### config.mk
export PLATFORM = sky130hd
export DESIGN_NAME = imem_loader
export DESIGN_NICKNAME = d
export VERILOG_FILES = /design/src/rtl/imem_loader.sv
export SDC_FILE = /design/constraint.sdc
export NUM_CORES = 2
export LEC_CHECK = 0
export CORE_MARGIN = 4
export CORE_UTILIZATION = 30
export DETAILED_ROUTE_END_ITERATION = 6
export GPL_TIMING_DRIVEN = 0
export SLEW_MARGIN = 20
export SYNTH_ARGS = -nofsm -noshare
export SYNTH_HDL_FRONTEND = slang
export SYNTH_SLANG_ARGS = --single-unit
### constraint.sdc
create_clock -name clk -period 90 [get_ports clk]
set_input_delay 18 -clock clk [delete_from_list [all_inputs] [get_ports clk]]
set_output_delay 18 -clock clk [all_outputs]
set_load 0.1 [all_outputs]
### src/rtl/imem_loader.sv
// -----------------------------------------------------------------------------
// imem_loader
//
// Instruction memory with a byte-stream program loader. A load begins with a
// one-cycle start pulse. The first accepted byte is a header that gives the
// word count N. The next 4*N bytes are assembled little-endian into 32-bit
// words, which are written to consecutive addresses from word 0 upward. While
// a load is in progress the CPU is stalled through cpu_hold. The CPU reads the
// memory combinationally through pc at all times.
//
// Ports
//   clk           rising-edge clock
//   rst           asynchronous, active-high reset; clears the control state and
//                 zeroes the whole memory
//   start         one-cycle request to begin a load (ignored while loading)
//   abort         one-cycle request to cancel a load in progress
//   byte_in       program stream byte
//   byte_valid    byte_in is valid
//   byte_ready    loader accepts byte_in this cycle (HDR and LOAD states)
//   pc            CPU byte address; pc[1:0] are ignored
//   instruction   word at pc, or zero when pc is beyond the memory
//   cpu_hold      CPU must stall (HDR and LOAD states)
//   done          last load completed (level, cleared by start or rst)
//   error         last load rejected on its header (level, cleared by start/rst)
//   words_loaded  words written by the current or last load
// -----------------------------------------------------------------------------
module imem_loader #(
    parameter int DEPTH = 64,
    parameter int AW    = 6
) (
    input  logic          clk,
    input  logic          rst,
    input  logic          start,
    input  logic          abort,
    input  logic [7:0]    byte_in,
    input  logic          byte_valid,
    output logic          byte_ready,
    input  logic [31:0]   pc,
    output logic [31:0]   instruction,
    output logic          cpu_hold,
    output logic          done,
    output logic          error,
    output logic [AW:0]   words_loaded
);

    localparam int NW = AW + 1;

    typedef enum logic [2:0] {
        IDLE = 3'd0,
        HDR  = 3'd1,
        LOAD = 3'd2,
        DONE = 3'd3,
        ERR  = 3'd4
    } state_t;

    state_t        state_q, state_d;
    logic [AW:0]   words_q, words_d;
    logic [AW:0]   n_q, n_d;
    logic [1:0]    bcnt_q, bcnt_d;
    logic [23:0]   part_q, part_d;
    logic [31:0]   mem_q [DEPTH];
    logic [31:0]   mem_d [DEPTH];

    logic          xfer;
    logic          hdr_bad;
    logic [AW:0]   words_inc;

    // A byte moves only when both sides agree on the same edge.
    assign xfer      = byte_valid && byte_ready;
    assign hdr_bad   = (byte_in == 8'd0) || (32'(byte_in) > 32'(DEPTH));
    assign words_inc = words_q + 1'b1;

    // -------------------------------------------------------------------------
    // Next-state logic
    // -------------------------------------------------------------------------
    always_comb begin
        state_d = state_q;
        words_d = words_q;
        n_d     = n_q;
        bcnt_d  = bcnt_q;
        part_d  = part_q;
        mem_d   = mem_q;

        case (state_q)
            IDLE, DONE, ERR: begin
                // abort has no meaning here; only start leaves these states.
                if (start) begin
                    state_d = HDR;
                    words_d = '0;
                    n_d     = '0;
                    bcnt_d  = '0;
                    part_d  = '0;
                end
            end

            HDR: begin
                // abort wins over a byte offered on the same edge.
                if (abort) begin
                    state_d = IDLE;
                end else if (xfer) begin
                    if (hdr_bad) begin
                        state_d = ERR;
                    end else begin
                        n_d     = NW'(byte_in);
                        state_d = LOAD;
                    end
                end
            end

            LOAD: begin
                if (abort) begin
                    // Drop the partial word; words already written stay put
                    // and words_loaded keeps reporting them.
                    state_d = IDLE;
                    bcnt_d  = '0;
                    part_d  = '0;
                end else if (xfer) begin
                    if (bcnt_q == 2'd3) begin
                        mem_d[words_q[AW-1:0]] = {byte_in, part_q};
                        words_d = words_inc;
                        bcnt_d  = '0;
                        part_d  = '0;
                        if (words_inc == n_q) begin
                            state_d = DONE;
                        end
                    end else begin
                        case (bcnt_q)
                            2'd0:    part_d[7:0]   = byte_in;
                            2'd1:    part_d[15:8]  = byte_in;
                            default: part_d[23:16] = byte_in;
                        endcase
                        bcnt_d = bcnt_q + 2'd1;
                    end
                end
            end

            default: begin
                state_d = IDLE;
            end
        endcase
    end

    // -------------------------------------------------------------------------
    // State and memory registers
    // -------------------------------------------------------------------------
    always_ff @(posedge clk or posedge rst) begin
        if (rst) begin
            state_q <= IDLE;
            words_q <= '0;
            n_q     <= '0;
            bcnt_q  <= '0;
            part_q  <= '0;
            for (int i = 0; i < DEPTH; i++) begin
                mem_q[i] <= 32'h0;
            end
        end else begin
            state_q <= state_d;
            words_q <= words_d;
            n_q     <= n_d;
            bcnt_q  <= bcnt_d;
            part_q  <= part_d;
            mem_q   <= mem_d;
        end
    end

    // -------------------------------------------------------------------------
    // Outputs
    // -------------------------------------------------------------------------
    always_comb begin
        byte_ready   = (state_q == HDR) || (state_q == LOAD);
        cpu_hold     = (state_q == HDR) || (state_q == LOAD);
        done         = (state_q == DONE);
        error        = (state_q == ERR);
        words_loaded = words_q;
    end

    // The range check uses the full pc, so addresses past the memory read as
    // zero instead of aliasing onto low words.
    always_comb begin
        instruction = 32'h0;
        if (pc < 32'(4 * DEPTH)) begin
            instruction = mem_q[pc[AW+1:2]];
        end
    end

endmodule

==> run summary <==
Post-layout nets: 6737
CTS resizes: 0
Initial DRC Count: 8869
Most frequent cells in the layout: dfrtp_1, mux2_2, mux4_2
DR vias/cell: 5.92
Hold crit path type: flip-flop to flip-flop
Gr ovfl total: 0
Skew-Pair Late Insertion Delay: 0.93 ns
DR WL/cell: 39.6 um
Worst setup margin: 47.03 ns
Final HPWL DP: 305 mm
Total detailed-routing wirelength: 441 mm
Die area: 329000 um2
IO Pins: 88
Mapped Area: 96000 um2
Root Buffer: clkbuf_16
Total GRT Usage: 26.1%
Element type at the critical path end: output port
Final setup viols: 0
Initial core utilization: 30.2%
Drt pass-1 iters: 7
Placed instance area: 104000 um2
Max stage delay on crit path: 1.26 ns
Fin cells: 11100
Cell taking the most area after synthesis: dfrtp_1
DRT antenna net count: 0
Area delta synth->final: 16.8%
Slew margin rel.: 11.9%
Area fraction of the dominant cell type after synthesis: 54.5%
Layout cells sized above 1: 48.3%
Sequential area share after synthesis: 54.5%
Top FF cell, synth: dfrtp_1
DRC Markers: 0
Longest Clk Path Bufs: 3
Placed insts: 10600
Clock transition at the registers of the reported paths: 0.06 ns
DIE WIDTH: 574 um
Syn avg cell area: 15.2 um2
Worst Setup Start Kind: input pin
Vias: 65900
Max VDD drop: 21.1 uV
Synth Register Bits: 2091
Unique cell type count in the Yosys netlist: 77
Initial antenna violation count: 73
Final GP Congestion: 0.988
Final period util: 47.7%
Fillers: 30100
DP Worst Slack: 47.28 ns
CTS tree: built
CTS Sinks: 2091
Max Fclk: 0.0233 GHz
Number of global-route vias before repair: 65200
EDFF count, synth: 0
Final-report max-slew violation count: 0
Status: completed
# rows: 207
Tmin final: 42.97 ns
Hold Fails Final Rpt: 0
CTS Buf Count: 223
Most common cell after layout, fill and taps aside: dfrtp_1
H-Tree Depth: 4
Crit path cell chain: clkdlybuf4s50_1 > buf_2 > buf_4 > buf_4 > buf_2 > buf_2 > nand2_1 > a221o_1 > a41oi_1 > clkdlybuf4s50_1
Ranking of synthesized cells by area: dfrtp_1, mux2_2, mux4_2, mux2i_1, clkbuf_1
Crit Path Class: input pin to output port
Arr. time, crit path: 24.97 ns
Final instance area: 112000 um2
Area of the core: 318000 um2
Gate Count Post-Synth: 6303
Required time of the worst setup path: 72.00 ns
Yosys warns: 0
Pwr dens: 18.8 nW/um2
Largest net degree at the start of global routing: 116
TNS Setup: 0 ns
Die Span Y: 574 um
Number of post-CTS setup repair buffers: 0
Max FO, Critical Path: 11
Pleak: 53.6 nW
Cell mode on critical path: buf_2
CTS Hold Bufs: 0
Asr flop ratio synth: 100%
I/O Buffers: 84
Synthesized net count: 6352
First-pass GRT wire length: 586 mm
Layout Skew: 0.0920 ns
RSZ-0062 raised after global routing: false
Number of max-cap violations: 0
Worst Tran Pin Value: 1.32 ns
CP max stage cell: clkdlybuf4s50_1
logic make-up (layout without fill, tap and decap cells):
logic type	count (synthesis)	count (layout)	share of synthesized area [%]
flops	2091	2091	54.5
buf+inv	657	1229	3.27
other cells	0	68	0
simple gates	422	422	2.12
mux	2767	2767	37.2
xor+xnor	8	8	0.0730
fa+ha+maj	4	4	0.0521
compound gates	354	354	2.73
synthesized netlist by cell type (4+ instances only):
| cell type | number |
|---|---|
| xnor2_1 | 5 |
| nor4_1 | 6 |
| a221o_1 | 12 |
| nand2b_1 | 28 |
| nand3b_1 | 9 |
| dfrtp_1 | 2091 |
| a31oi_1 | 5 |
| clkbuf_1 | 294 |
| mux2_1 | 10 |
| nor2b_1 | 16 |
| a22o_1 | 11 |
| o2111ai_1 | 6 |
| nand4_1 | 10 |
| a22oi_1 | 35 |
| a21oi_1 | 53 |
| nor3_1 | 18 |
| nand3_1 | 33 |
| nand2_1 | 200 |
| a21boi_0 | 4 |
| mux2_2 | 2076 |
| and2_1 | 18 |
| o221ai_1 | 10 |
| mux2i_1 | 247 |
| ha_1 | 4 |
| o311a_1 | 4 |
| o2bb2ai_1 | 5 |
| buf_8 | 5 |
| a32oi_1 | 23 |
| nor2_1 | 58 |
| o31ai_1 | 21 |
| a2bb2oi_1 | 7 |
| a221oi_1 | 61 |
| buf_4 | 50 |
| o21ai_0 | 52 |
| mux4_2 | 434 |
| inv_1 | 16 |
| buf_1 | 96 |
| o22ai_1 | 10 |
| or2_2 | 5 |
| buf_6 | 27 |
| buf_2 | 165 |
flip-flops by register name, indices dropped and copies added (netlist names):
register      cells
bcnt_q            2
mem_q          2048
n_q               7
part_q           24
state_q           3
words_loaded      7
worst paths after layout:
| check | slack (ns) | to | depth (start not counted) | startpoint |
|---|---|---|---|---|
| min | 0.50 | mem_q[1465] | 1 | mem_q[1465] |
| max in group asynchronous | 68.46 | mem_q[598] | 10 | rst |
| max | 47.03 | instruction[14] | 10 | pc[3] |
| min in group asynchronous | 17.67 | mem_q[1678] | 3 | rst |
| max reg2reg | 85.90 | mem_q[1565] | 6 | words_loaded[0] |
| min reg2reg | 0.50 | mem_q[1465] | 1 | mem_q[1465] |
cell type report:
cell class              instances  area (um2)  area share (%)
multi-input cells            3555       40600            36.2
clock buffers                 344        6760            6.03
diodes                         68         170           0.152
repair buffers                160        2630            2.35
clock inverters                68        1080           0.965
flip-flops and latches       2091       52300            46.7
inverters                      18        75.1          0.0670
well taps                    4180        5230            4.67
plain buffers                 639        3170            2.83
stage by stage:
step / utilization, % / hold WS, ns / total power [mW]
2_1_floorplan: - / 0.457 / 1.04
3_3_place_gp: 32.1 / 0.467 / 1.12
3_5_place_dp: 32.7 / 0.479 / 1.13
4_1_cts: 35.1 / 0.492 / 2.10
5_1_grt: 35.2 / 0.506 / 2.14
6_report: 35.2 / 0.497 / 2.10
layer usage:
layer / global-route usage, % / up-vias / wire (um)
met2: 36.4 / 4552 / 182000
met1: 32.4 / 35800 / 168000
met5: 1.05 / - / 433
li1: - / 24200 / -
met3: 11.4 / 1327 / 54800
met4: 17.8 / 34 / 35200
critical path: cells and delay by family:
| kind | cells | cell delay, ns |
|---|---|---|
| AND/OR/NAND/NOR | 1 | 0.47 |
| buffers and inverters | 7 | 5.41 |
| AO/OA/AOI/OAI | 2 | 0.92 |
power breakdown:
part	internal [mW]	leakage (nW)	total (mW)	switching (mW)
combinational	0.0384	20.5	0.173	0.135
clock	0.572	3.85	0.987	0.415
sequential	0.942	29.2	0.944	0.00147
total	1.55	53.6	2.10	0.551
(Power assumes the default switching activity.)
